<file path="src/rtl/music_pkg.sv">
// Shared types and constants for the music sequencer: FSM encodings, song
// index names, note-divider defaults and the play-request arbiter.
package music_pkg;

    typedef enum logic [1:0] {StIdle, StPlay, StPaused} seqState_e;
    typedef enum logic [1:0] {DivIdle, DivArm, DivRun, DivFin} divState_e;

    localparam int unsigned NOTE_DIV_W      = 22;
    localparam logic [21:0] SILENT_DIV      = 22'd1;
    localparam int unsigned DIV_NUM_DEFAULT = 50_000_000;

    localparam logic [3:0] DONOT_MOVE_X05 = 4'd0;
    localparam logic [3:0] DONOT_MOVE_X08 = 4'd1;
    localparam logic [3:0] DONOT_MOVE_X12 = 4'd2;
    localparam logic [3:0] DONOT_MOVE_X20 = 4'd3;
    localparam logic [3:0] KILL           = 4'd4;
    localparam logic [3:0] FOOTSTEP       = 4'd5;
    localparam logic [3:0] WAYBACK        = 4'd6;
    localparam logic [3:0] HAPPY_END      = 4'd7;

    // Lowest set bit wins; scanning downwards lets the last hit be the lowest.
    function automatic logic [3:0] lowestIndex(input logic [15:0] req);
        logic [3:0] idx;
        idx = 4'd0;
        for (int i = 15; i >= 0; i--) begin
            if (req[i]) idx = 4'(i);
        end
        return idx;
    endfunction

endpackage

</file>
<file path="src/rtl/note_divider.sv">
// 32/32 restoring divider producing a note_gen divider value; one arm cycle lets
// the external tone mux settle before the divisor is sampled.
module note_divider
    import music_pkg::*;
#(
    parameter int unsigned OUT_W = NOTE_DIV_W
) (
    input  logic             clk,
    input  logic             rst,
    input  logic             start,
    input  logic             abort,
    input  logic [31:0]      dividend,
    input  logic [31:0]      divisor,
    output logic             busy,
    output logic             done,
    output logic [OUT_W-1:0] quotient
);

    divState_e   stateQ, stateD;
    logic [31:0] remQ, remD;
    logic [31:0] quoQ, quoD;
    logic [31:0] divQ, divD;
    logic [4:0]  cntQ, cntD;
    logic [32:0] shifted;
    logic [32:0] trial;

    always_ff @(posedge clk or posedge rst) begin
        if (rst) begin
            stateQ <= DivIdle;
            remQ   <= '0;
            quoQ   <= '0;
            divQ   <= '0;
            cntQ   <= '0;
        end else begin
            stateQ <= stateD;
            remQ   <= remD;
            quoQ   <= quoD;
            divQ   <= divD;
            cntQ   <= cntD;
        end
    end

    always_comb begin
        stateD  = stateQ;
        remD    = remQ;
        quoD    = quoQ;
        divD    = divQ;
        cntD    = cntQ;
        shifted = {remQ, quoQ[31]};
        trial   = shifted - {1'b0, divQ};
        if (abort) begin
            stateD = DivIdle;
        end else if (start) begin
            stateD = DivArm;
        end else begin
            case (stateQ)
                DivArm: begin
                    stateD = DivRun;
                    remD   = '0;
                    quoD   = dividend;
                    divD   = divisor;
                    cntD   = '0;
                end
                DivRun: begin
                    // Borrow out of bit 32 means the trial subtraction went negative.
                    if (!trial[32]) begin
                        remD = trial[31:0];
                        quoD = {quoQ[30:0], 1'b1};
                    end else begin
                        remD = shifted[31:0];
                        quoD = {quoQ[30:0], 1'b0};
                    end
                    cntD = cntQ + 5'd1;
                    if (cntQ == 5'd31) stateD = DivFin;
                end
                DivFin:  stateD = DivIdle;
                default: stateD = DivIdle;
            endcase
        end
    end

    always_comb begin
        busy = (stateQ != DivIdle);
        done = (stateQ == DivFin) && !start && !abort;
        if ((divQ == 32'd0) || (quoQ[31:OUT_W] != '0)) begin
            quotient = OUT_W'(1);
        end else begin
            quotient = quoQ[OUT_W-1:0];
        end
    end

endmodule

</file>
<file path="src/rtl/music_sequencer.sv">
// Song playback sequencer: selects a song, steps its beat index at the song's
// tempo and converts the current tones into note_gen divider values.
module music_sequencer
    import music_pkg::*;
#(
    parameter int unsigned                 NUM_SONGS = 9,
    parameter int unsigned                 BEAT_W    = 12,
    parameter logic [NUM_SONGS*BEAT_W-1:0] SONG_LEN  = {NUM_SONGS{BEAT_W'(112)}},
    parameter logic [NUM_SONGS*32-1:0]     TEMPO_DIV = {NUM_SONGS{32'd2_097_152}},
    parameter int unsigned                 DIV_NUM   = DIV_NUM_DEFAULT
) (
    input  logic                  clk,
    input  logic                  rst,
    input  logic [NUM_SONGS-1:0]  play_req,
    input  logic [NUM_SONGS-1:0]  loop_en,
    input  logic                  pause,
    input  logic                  stop,
    input  logic [31:0]           tone_l,
    input  logic [31:0]           tone_r,
    output logic [3:0]            song_id,
    output logic [BEAT_W-1:0]     beat_idx,
    output logic [NOTE_DIV_W-1:0] note_div_l,
    output logic [NOTE_DIV_W-1:0] note_div_r,
    output logic                  busy,
    output logic                  div_busy,
    output logic                  song_end
);

    seqState_e             stateQ, stateD;
    logic [3:0]            songIdQ, songIdD;
    logic [BEAT_W-1:0]     beatQ, beatD;
    logic [31:0]           tempoQ, tempoD;
    logic [NOTE_DIV_W-1:0] noteDivLQ, noteDivRQ;

    logic [15:0]           reqWide;
    logic                  playAny;
    logic [3:0]            winner;
    logic [BEAT_W-1:0]     curLen;
    logic [BEAT_W-1:0]     lastBeat;
    logic [31:0]           curDiv;
    logic                  curLoop;
    logic                  tick;
    logic                  divStart;
    logic                  divAbort;
    logic                  songEnd;

    logic                  busyL, busyR, doneL, doneR;
    logic [NOTE_DIV_W-1:0] quotL, quotR;

    assign reqWide = 16'(play_req);
    assign playAny = |play_req;
    assign winner  = lowestIndex(reqWide);

    always_comb begin
        curLen  = '0;
        curDiv  = '0;
        curLoop = 1'b0;
        for (int i = 0; i < int'(NUM_SONGS); i++) begin
            if (songIdQ == 4'(i)) begin
                curLen  = SONG_LEN[i*BEAT_W +: BEAT_W];
                curDiv  = TEMPO_DIV[i*32 +: 32];
                curLoop = loop_en[i];
            end
        end
    end

    // A length of 2^BEAT_W encodes as zero, so the wrap-around gives all ones.
    assign lastBeat = curLen - BEAT_W'(1);
    assign tick     = (tempoQ == curDiv - 32'd1);

    always_ff @(posedge clk or posedge rst) begin
        if (rst) begin
            stateQ  <= StIdle;
            songIdQ <= DONOT_MOVE_X05;
            beatQ   <= '0;
            tempoQ  <= '0;
        end else begin
            stateQ  <= stateD;
            songIdQ <= songIdD;
            beatQ   <= beatD;
            tempoQ  <= tempoD;
        end
    end

    always_comb begin
        stateD   = stateQ;
        songIdD  = songIdQ;
        beatD    = beatQ;
        tempoD   = tempoQ;
        divStart = 1'b0;
        songEnd  = 1'b0;
        case (stateQ)
            StIdle: begin
                if (!stop && playAny) begin
                    stateD   = StPlay;
                    songIdD  = winner;
                    beatD    = '0;
                    tempoD   = '0;
                    divStart = 1'b1;
                end
            end
            StPlay, StPaused: begin
                if (stop) begin
                    stateD = StIdle;
                    beatD  = '0;
                    tempoD = '0;
                end else if (playAny) begin
                    stateD   = StPlay;
                    songIdD  = winner;
                    beatD    = '0;
                    tempoD   = '0;
                    divStart = 1'b1;
                end else if (stateQ == StPaused) begin
                    if (!pause) stateD = StPlay;
                end else begin
                    // The cycle that sees pause rise is still a PLAY cycle and counts.
                    stateD = pause ? StPaused : StPlay;
                    if (tick) begin
                        tempoD = '0;
                        beatD  = '0;
                        if (beatQ == lastBeat) begin
                            songEnd = 1'b1;
                            if (curLoop) begin
                                divStart = 1'b1;
                            end else begin
                                stateD = StIdle;
                            end
                        end else begin
                            beatD    = beatQ + BEAT_W'(1);
                            divStart = 1'b1;
                        end
                    end else begin
                        tempoD = tempoQ + 32'd1;
                    end
                end
            end
            default: stateD = StIdle;
        endcase
    end

    assign divAbort = (stateD == StIdle);

    note_divider #(
        .OUT_W    (NOTE_DIV_W)
    ) u_div_l (
        .clk      (clk),
        .rst      (rst),
        .start    (divStart),
        .abort    (divAbort),
        .dividend (32'(DIV_NUM)),
        .divisor  (tone_l),
        .busy     (busyL),
        .done     (doneL),
        .quotient (quotL)
    );

    note_divider #(
        .OUT_W    (NOTE_DIV_W)
    ) u_div_r (
        .clk      (clk),
        .rst      (rst),
        .start    (divStart),
        .abort    (divAbort),
        .dividend (32'(DIV_NUM)),
        .divisor  (tone_r),
        .busy     (busyR),
        .done     (doneR),
        .quotient (quotR)
    );

    always_ff @(posedge clk or posedge rst) begin
        if (rst) begin
            noteDivLQ <= SILENT_DIV;
            noteDivRQ <= SILENT_DIV;
        end else if (stateD == StIdle) begin
            noteDivLQ <= SILENT_DIV;
            noteDivRQ <= SILENT_DIV;
        end else begin
            if (doneL) noteDivLQ <= quotL;
            if (doneR) noteDivRQ <= quotR;
        end
    end

    assign song_id    = songIdQ;
    assign beat_idx   = beatQ;
    assign note_div_l = noteDivLQ;
    assign note_div_r = noteDivRQ;
    assign busy       = (stateQ != StIdle);
    assign div_busy   = busyL | busyR;
    assign song_end   = songEnd;

endmodule
</file>
<file path="config.mk">
export PLATFORM = sky130hd
export DESIGN_NAME = music_sequencer
export DESIGN_NICKNAME = d
export VERILOG_FILES = /design/src/rtl/music_pkg.sv /design/src/rtl/note_divider.sv /design/src/rtl/music_sequencer.sv
export SDC_FILE = /design/constraint.sdc
export NUM_CORES = 1
export LEC_CHECK = 0
export BUFFER_PORTS_ARGS = -buffer_cell sky130_fd_sc_hd__buf_2
export CAP_MARGIN = 20
export CORE_MARGIN = 5
export CORE_UTILIZATION = 50
export CTS_BUF_LIST = sky130_fd_sc_hd__clkbuf_16
export CTS_CLUSTER_SIZE = 10
export DETAILED_ROUTE_END_ITERATION = 6
export GPL_TIMING_DRIVEN = 0
export MAX_ROUTING_LAYER = met4
export PLACE_DENSITY_LB_ADDON = 0.25
export SETUP_SLACK_MARGIN = 0.02
export SYNTH_ARGS = -nofsm -noshare
export SYNTH_HDL_FRONTEND = slang
export SYNTH_HIERARCHICAL = 1
export SYNTH_SLANG_ARGS = --single-unit
</file>
<file path="constraint.sdc">
create_clock -name clk -period 4 [get_ports clk]
set_input_delay 0.2 -clock clk [delete_from_list [all_inputs] [get_ports clk]]
set_output_delay 0.2 -clock clk [all_outputs]
set_load 0.02 [all_outputs]
</file>
==> Word-level counts from Yosys, hierarchy flattened <==
Cells that the tools add are included.
{ "classes": {"addsub": 8, "eq_ne": 27, "n_mux": 101, "bitwise": 3, "reduce_logical": 34} }
{ "ops": {"columns": ["op", "count"], "rows": [
  ["$mux 32", 15],
  ["$pmux 32 s2", 5],
  ["$mux 12", 14],
  ["$mux 22", 7],
  ["$sub 33x32->33", 2],
  ["$logic_not 32->1", 2],
  ["$mux 4", 12],
  ["$add 32x1->32 const B", 1],
  ["$eq 32x32->1", 1],
  ["$sub 32x1->32 const B", 1],
  ["$mux 2", 15],
  ["$mux 1", 24],
  ["$pmux 12 s2", 1],
  ["$pmux 5 s2", 2],
  ["$reduce_bool 10->1", 2],
  ["$eq 4x3->1 const B", 4],
  ["$reduce_bool 2->1", 8],
  ["$reduce_and 3->1", 5],
  ["$add 12x1->12 const B", 1],
  ["$eq 12x12->1", 1],
  ["$pmux 2 s2", 3],
  ["$sub 12x1->12 const B", 1],
  ["$add 5x1->5 const B", 2],
  ["$eq 2x2->1 const B", 5],
  ["21 further kinds", 39]
]} }
{ "word_totals": {"register_bits": 300, "input_bits": 86, "word_cells": 189} }

==> Depth between registers and ports, before layout <==
Gate-level depths: netlist of run 1.
{ "depth": {"word_depth": 23, "depth_mapped": 15, "ltp_nobuf": 13} }

==> By module <==
Netlist of run 1, hierarchy kept.
{ "modules_own_cells": {"columns": ["module", "instances", "cells_each", "area_per_inst_um2"], "rows": [
  ["note_divider at u_div_l", 1, 751, 6538.8],
  ["note_divider at u_div_r", 1, 724, 6487.5],
  ["music_sequencer", 1, 486, 4754.6]
]} }

==> Worst setup path before layout of run 1 <==
OpenSTA, ideal clock, no wires.
{ "synth_timing": {"path_type": "register -> register", "from": "register songIdQ[1], in the netlist song_id[1]", "to": "register u_div_r.remQ[9]", "t_arrival_ps": 3392, "required_time_ps": 3853, "path_slack_ps": 461, "path_stages_with_launch": 14, "n_path_buf": 4, "period_less_slack_ps": 3539, "path_cell_list": "dfrtp_1 > mux4_2 > mux2_2 > a221o_1 > nor4_2 > o2bb2a_1 > buf_4 > buf_6 > nor2_1 > and2_1 > clkbuf_1 > nand2_1 > clkbuf_1 > o311ai_0"} }
{ "synth_via": {"elab_chain_cells": 21} }
{ "synth_rtl": {"columns": ["item", "line_no", "source"], "rows": [
  ["from (decl)", "music_sequencer.sv:30", "logic [3:0] songIdQ, songIdD;"],
  ["from (signal assigned)", "music_sequencer.sv:79", "songIdQ <= songIdD;"],
  ["parallel branches: the longest is 13 deep, another holds $sub 32x1->32", null, null],
  ["$mux 2 (*)", "music_sequencer.sv:118", "if (tick) begin"],
  ["$mux 2 (*)", "music_sequencer.sv:113", "end else if (stateQ == StPaused) begin"],
  ["$mux 2 (*)", "music_sequencer.sv:107", "end else if (playAny) begin"],
  ["$mux 2 (*)", "music_sequencer.sv:103", "if (stop) begin"],
  ["$pmux 2 s2 (*)", "music_sequencer.sv:92", "case (stateQ)"],
  ["$logic_not 2->1 (*)", "music_sequencer.sv:141", "assign divAbort = (stateD == StIdle);"],
  ["via divAbort", "music_sequencer.sv:44", "logic divAbort;"],
  ["$not 1->1 (no line) (*)", null, null],
  ["$reduce_and 3->1 (no line) (*)", null, null],
  ["to (signal assigned)", "note_divider.sv:36", "remQ <= remD;"],
  ["to (decl)", "note_divider.sv:20", "logic [31:0] remQ, remD;"]
]} }
Mark *: on every way through the listed nets, which the timed path passes.
A chain may end at the register's enable or synchronous reset.

==> Worst setup path after layout of run 1 <==
{ "layout_timing": {"from": "register songIdQ[1], in the netlist song_id[1]", "to": "register u_div_r.remQ[17]"} }
The elaborated chain is that of the path after synthesis.

==> results.toml, run 1 <==
[run_status]
status = "finished clean"

[logic_synthesis]
yosysSeqAreaShare = 0.4223
synth-compound-area-share = 0.1702
syn-instance-count = 1961
synth-adder-area-share = 0.05995
ys_async_sr_fraction = 1.000
syn_avg_cell_area_um2 = 9.067
ys.flop_type = "dfrtp_1"
synth_top_family_by_area = "simple AND/OR/NAND/NOR gates"
yosys.cell_types.count = 80
yosys.area_share.xor_xnor = 0.04180
synth_area_um2 = 17780
yosys.area_share.simple = 0.1858
synth_edf_count = 0
synth_seq_cells = 300
muxShareOfSynthArea = 0.07318
yosys_warnings = 6

[timing]
rsz0062_at_grt = "yes"
clock_skew_ns = 0.01970
drv_slew = 0
fin_crit_ns = 3.796
tns_ns = 0
fin_crit_sh = 0.9490
max_freq_mhz = 263.4
finalSetupViolCount = 0
maxSlewHeadroom = 0.5107
holdWs_ns = 0.03888
tightest_slew_ns = 0.7340
timing.final.hold_violations = 0

[floorplan]
io_pins = 149
die_area_um2 = 39430
initial_core_util = 0.5036
die_h_um = 198.6
rows = 69
die_x_um = 198.6
core_um2 = 35310

[grt]
antenna_found_initial = 0
gr-total-overflow = 0
track_usage = 0.2449
grt_pass1_vias = 15380
grt_pass1_wl_um = 78090
grt_max_degree = 73

[detailed_routing]
vias = 15610
postRouteAntennaNets = 0
dr.first_iter.drc_count = 1094
wl_per_cell_um = 17.17
drt_wl_total_um = 47410
drc = 0
vias_per_cell = 5.655
drt_pass1_iterations = 5

[min_path]
holdCritPathClass = "primary input to register"

[cells_and_area]
drive_gt1_frac = 0.1305
final_cell_mix = "dfrtp_1, nand2_1, o21ai_0"
final_common_cell = "dfrtp_1"
finalNonFillerCells = 2761
synthToLayoutAreaGrowth_pct = 19.45
postLayoutCoreUtil = 0.6015
fillers = 3069
layout.nets = 2446
final_area_um2 = 21240

[job]
drv_cap = 0

[clock_tree]
clkLatencyLatePin_ns = 0.52
cts_buffers = 38
cts_buffer_depth = 3
clkSlewWorstSetupHoldPaths_ns = 0.06
clock_sinks = 300
htreeDepth = 2
cts_tree = "yes"
root_buffer = "clkbuf_16"

[place]
placed_cells_incl_taps = 2635
numPortBuffers = 148
dp_hpwl_um = 33910
gp_congestion = 0.9261
place_area_um2 = 19420

[worst_setup_path]
crit_path_start_kind = "register"
criticalPathCategory = "register to register"
crit_arrival_ns = 4.19
path_delay_family = "simple AND/OR/NAND/NOR gates"
critPathRequiredTime_ns = 4.40
cp.buffers_inverters = 3
endpoint_kind = "register"
max_stage_delay_ns = 0.52
path_cells = "mux4_2, mux2_2, a221o_1, nor4_2, o2bb2a_1, buf_4, buf_6, nor2_2, and2_2, nand2_2, clkbuf_2, o21ai_1"
cpMaxStageDelayCell = "mux4_2"
cp_max_fo = 14

[power]
p_leak_nw = 9.883
vdd_ir_drop_max_uv = 399.2
power_density_nw_per_um2 = 548.1
## registers in the layout, indices dropped and copies added (netlist names)
signal,count
u_div_r/remQ,32
u_div_l/remQ,32
u_div_l/divQ,32
beat_idx,12
u_div_l/cntQ,5
u_div_r/quoQ,32
u_div_l/quoQ,32
song_id,4
u_div_r/cntQ,5
u_div_r/stateQ,2
stateQ,2
note_div_l,22
u_div_l/stateQ,2
u_div_r/divQ,32
note_div_r,22
tempoQ,32
## tightest hold or removal path: cells and delay by family
kind	cells	cell delay (ns)
and+or+nand+nor	3	0.21
buffers and inverters	1	0.11
## synth_stat cells (all sizes together) (11+ instances only)
library cell,instances,area [um2]
dfrtp,298,7457
nand2,260,975.9
o21ai,212,1061
mux2i,121,1211
nor2,120,450.4
inv,101,379.1
nand3,85,425.4
ha,82,1026
clkbuf,72,271.5
a21oi,70,365.4
and2,60,375.4
xnor2,55,508.0
a21o,34,255.2
nor3,34,180.2
nor4,31,212.7
nand4,26,162.7
xor2,26,235.2
and3,24,150.1
buf,23,171.4
o311ai,23,201.4
a31oi,16,115.1
a32oi,15,131.4
nand2b,14,87.58
o21a,13,97.59
o211ai,12,90.09
o31ai,11,82.58
## layer usage
metal / GRT usage / wire [um] / vias up
li1: - / - / 7538
met1: 0.3179 / 20830 / 7616
met2: 0.4086 / 23480 / 382
met3: 0.02896 / 1946 / 78
met4: 0.07016 / 1148 / 0
met5: - / 0 / -
## final timing paths
path	startpoint	depth (start not counted)	slack (ns)	end
max reg2reg	song_id[1]	12	0.20	u_div_r/remQ[17]
max	song_id[1]	12	0.20	u_div_r/remQ[17]
min reg2reg	u_div_r/cntQ[4]	2	0.48	u_div_r/cntQ[4]
min in group asynchronous	rst	3	0.33	u_div_r/quoQ[4]
min	play_req[2]	4	0.04	song_id[2]
max in group asynchronous	rst	4	2.88	u_div_l/quoQ[30]
## power by group
| group | switching [mW] | internal (mW) |
|---|---|---|
| registers | 0.481 | 3.73 |
| clock network | 1.29 | 1.75 |
| logic | 2.76 | 1.64 |
## kinds of logic after synthesis
group,Yosys count
AOI/OAI and AO/OA,478
xor gates and xnor gates,81
adders and majority gates,84
buffers and inverters,196
DFF,300
muxes,127
other,2
and+or+nand+nor,693
## metrics by stage
step / setup WS, ns / power (mW)
after floorplan: 0.4613 / 7.279
after global placement: -0.2942 / 8.330
after detailed placement: -0.4298 / 8.501
after CTS: 0.02085 / 11.65
after global routing: 0.0001905 / 12.45
final: 0.2039 / 11.64
## area by class of cell
class	count	area, um2	area share
diodes	2	5.005	0.0002356
clock buffers	39	975.9	0.04595
clock inverters	23	100.1	0.004713
inverters	101	386.6	0.01820
well taps	461	576.8	0.02716
flip-flops and latches	300	7511	0.3536
plain buffers	89	474.2	0.02233
repair buffers	219	1504	0.07081
multi-input cells	1527	9706	0.4570
## timing repair
action	CTS	global route
hold buffers	68	0
endpoints found under the setup margin	207	240
hold endpoints to repair	175	0
setup buffers	0	0
resized for setup	21	64
No activity file was read; power rests on OpenSTA's default activity.
==> run 2: changes to the inputs <==
- CORE_UTILIZATION: 50 -> 30
==> run 2 against run 1 <==
Effect of this change: sequential share of layout area fell by 0.95 points; sequential cell count unchanged; sequential power hardly changed; final area up 2.8%; routed wire length grew 6.2%; clock-buffer cell count grew 2; non-clock buffer count up 7; fmax rose by 0.82%; via count decreased by 1.6%; worst hold slack improved by 0.044 ns; first-iteration DRC count is 2.2% higher; die area increased by 63%; critical path type unchanged; largest cell class unchanged; largest power group unchanged; highest routed layer unchanged.
==> results.toml, run 2 (synthesis gave the netlist of run 1 again) <==
[place]
dp_hpwl_um = 37430
placed_cells_incl_taps = 2947
gp_congestion = 0.8768
pre_cts_ws_ns = -0.5805
numPortBuffers = 148

[timing]
fin_crit_sh = 0.9413
max_freq_mhz = 265.6
finalSetupViolCount = 0
clock_skew_ns = 0.01590
maxSlewHeadroom = 0.4448
drv_slew = 0
fin_crit_ns = 3.765
setup_ws_ns = 0.2349
timing.final.hold_violations = 0
tightest_slew_ns = 0.8328
holdWs_ns = 0.08332
rsz0062_at_grt = "yes"

[power]
p_seq_frac = 0.351
vdd_ir_drop_max_uv = 283.0
swShare = 0.3869
p_int_mw = 7.341
p_leak_nw = 9.971
p_switching_mw = 4.632
p_clk_frac = 0.277
combPwrFrac = 0.372
power_density_nw_per_um2 = 548.6
p_total_mw = 11.97

[floorplan]
die_x_um = 253.5
die_h_um = 253.5
core_um2 = 58910
io_pins = 149
die_area_um2 = 64240
initial_core_util = 0.3018
rows = 89

[worst_setup_path]
endpoint_kind = "register"
cpMaxStageDelayCell = "mux4_2"
r2r_start = "song_id[1]"
path_delay_family = "compound AO/OA/AOI/OAI gates"
r2r_end = "u_div_r/remQ[29]"
path_cells = "mux4_2, mux2_2, a221o_1, nor4_2, o2bb2a_1, buf_4, buf_6, nor2_2, and3_1, clkbuf_1, clkbuf_2, a32oi_1, o21ai_0"
cp_max_fo = 14
rrSetupSlack_ns = 0.23
r2r_cells = 13
max_stage_delay_ns = 0.51
criticalPathCategory = "register to register"
crit_path_start_kind = "register"
cp.buffers_inverters = 4
critPathRequiredTime_ns = 4.41
crit_arrival_ns = 4.18

[cells_and_area]
finalNonFillerCells = 3081
ff_latch_area_um2 = 7512
layout.nets = 2454
final_common_cell = "dfrtp_1"
final_cell_mix = "dfrtp_1, nand2_1, o21ai_0"
drive_gt1_frac = 0.1321
synthToLayoutAreaGrowth_pct = 22.76
n_antenna_cell = 0
multi_input_area_um2 = 9727
fillers = 5918

[clock_tree]
clkLatencyLatePin_ns = 0.56
cts_setup_buffers = 0
cts_buffer_depth = 3
clock_sinks = 300
cts_buffers = 39
root_buffer = "clkbuf_16"
clkSlewWorstSetupHoldPaths_ns = 0.06
cts_tree = "yes"
htreeDepth = 2

[detailed_routing]
dr.first_iter.drc_count = 1118
drt_wl_total_um = 50330
drc = 0
vias_per_cell = 4.989
vias = 15370
postRouteAntennaNets = 0
drt_pass1_iterations = 5
wl_per_cell_um = 16.33

[min_path]
min_from = "play_req[3]"
holdCritPathClass = "primary input to register"
hold_depth = 3
hold_end = "song_id[1]"

[grt]
grt_pass1_wl_um = 82880
grt_max_degree = 70
grt_pass1_vias = 15630
antenna_found_initial = 0
track_usage = 0.1595
gr-total-overflow = 0

[run_status]
status = "finished clean"

[job]
drv_cap = 0
[run 2: cell types whose count changed in the layout (fill, tap and decap cells not counted), sizes merged, moves of 2 or more]
cell	change
inv	-3
buf	-6
diode	-2
dlygate4sd3	+6
clkbuf	+9
bufinv	+2
[run 2: repair_timing]
action / CTS / global route
endpoints found under the hold margin: 205 / 0
setup endpoints to repair: 240 / 235
hold buffers: 74 / 0
pin swaps: 0 / 0
gates resized for setup: 27 / 54
[run 2: area by class of cell]
type                    count  share of cell area
plain buffers              90             0.02201
inverters                 101             0.01771
flip-flops and latches    300              0.3442
multi-input cells        1527              0.4456
repair buffers            225             0.07165
clock buffers              41             0.04700
well taps                 773             0.04431
clock inverters            24            0.007509
[run 2: through the flow]
stage / util / area, um2 / TNS [ns]
CTS: 0.3696 / 21770 / 0
floorplan: - / 18010 / 0
detailed placement: 0.3363 / 19810 / -54.68
global placement: 0.3348 / 19720 / -144.97
finish: 0.3705 / 21830 / 0
global route: 0.3705 / 21830 / 0
[run 2: worst max path at each step]
| stage | startpoint | end | slack [ns] | depth (start not counted) |
|---|---|---|---|---|
| finish | song_id[1] | u_div_r/remQ[29] | 0.23 | 13 |
| CTS | stateQ[1] | u_div_l/remQ[8] | 0.03 | 14 |
| global placement | rst | u_div_r/divQ[29] | -0.58 | 2 |
| global route | stateQ[0] | note_div_r[12] | 0.02 | 15 |
| detailed placement | tempoQ[0] | u_div_l/remQ[8] | -0.58 | 13 |
| floorplan | song_id[1] | u_div_r/remQ[9] | 0.46 | 13 |
[run 2: power groups by stage]
stage               combinational [mW]  clock (mW)  sequential, mW
finish                            4.45        3.32            4.20
global route                      5.00        3.54            4.30
CTS                               4.44        3.45            4.21
detailed placement                4.35           0            4.26
global placement                  4.24           0            4.23
floorplan                         3.16           0            4.12
[run 2: worst min-delay path: cells and delay by family]
kind | cells | cell delay (ns)
and+or+nand+nor | 1 | 0.19
AOI/OAI and AO/OA | 1 | 0.09
buffers and inverters | 1 | 0.12
[run 2: per-layer routing]
metal,vias up,global-route usage,part of all wire
met2,310,0.2573,0.47
met3,83,0.02344,0.040
met1,7397,0.2125,0.47
li1,7581,-,-
met5,-,-,0
met4,0,0.04103,0.024
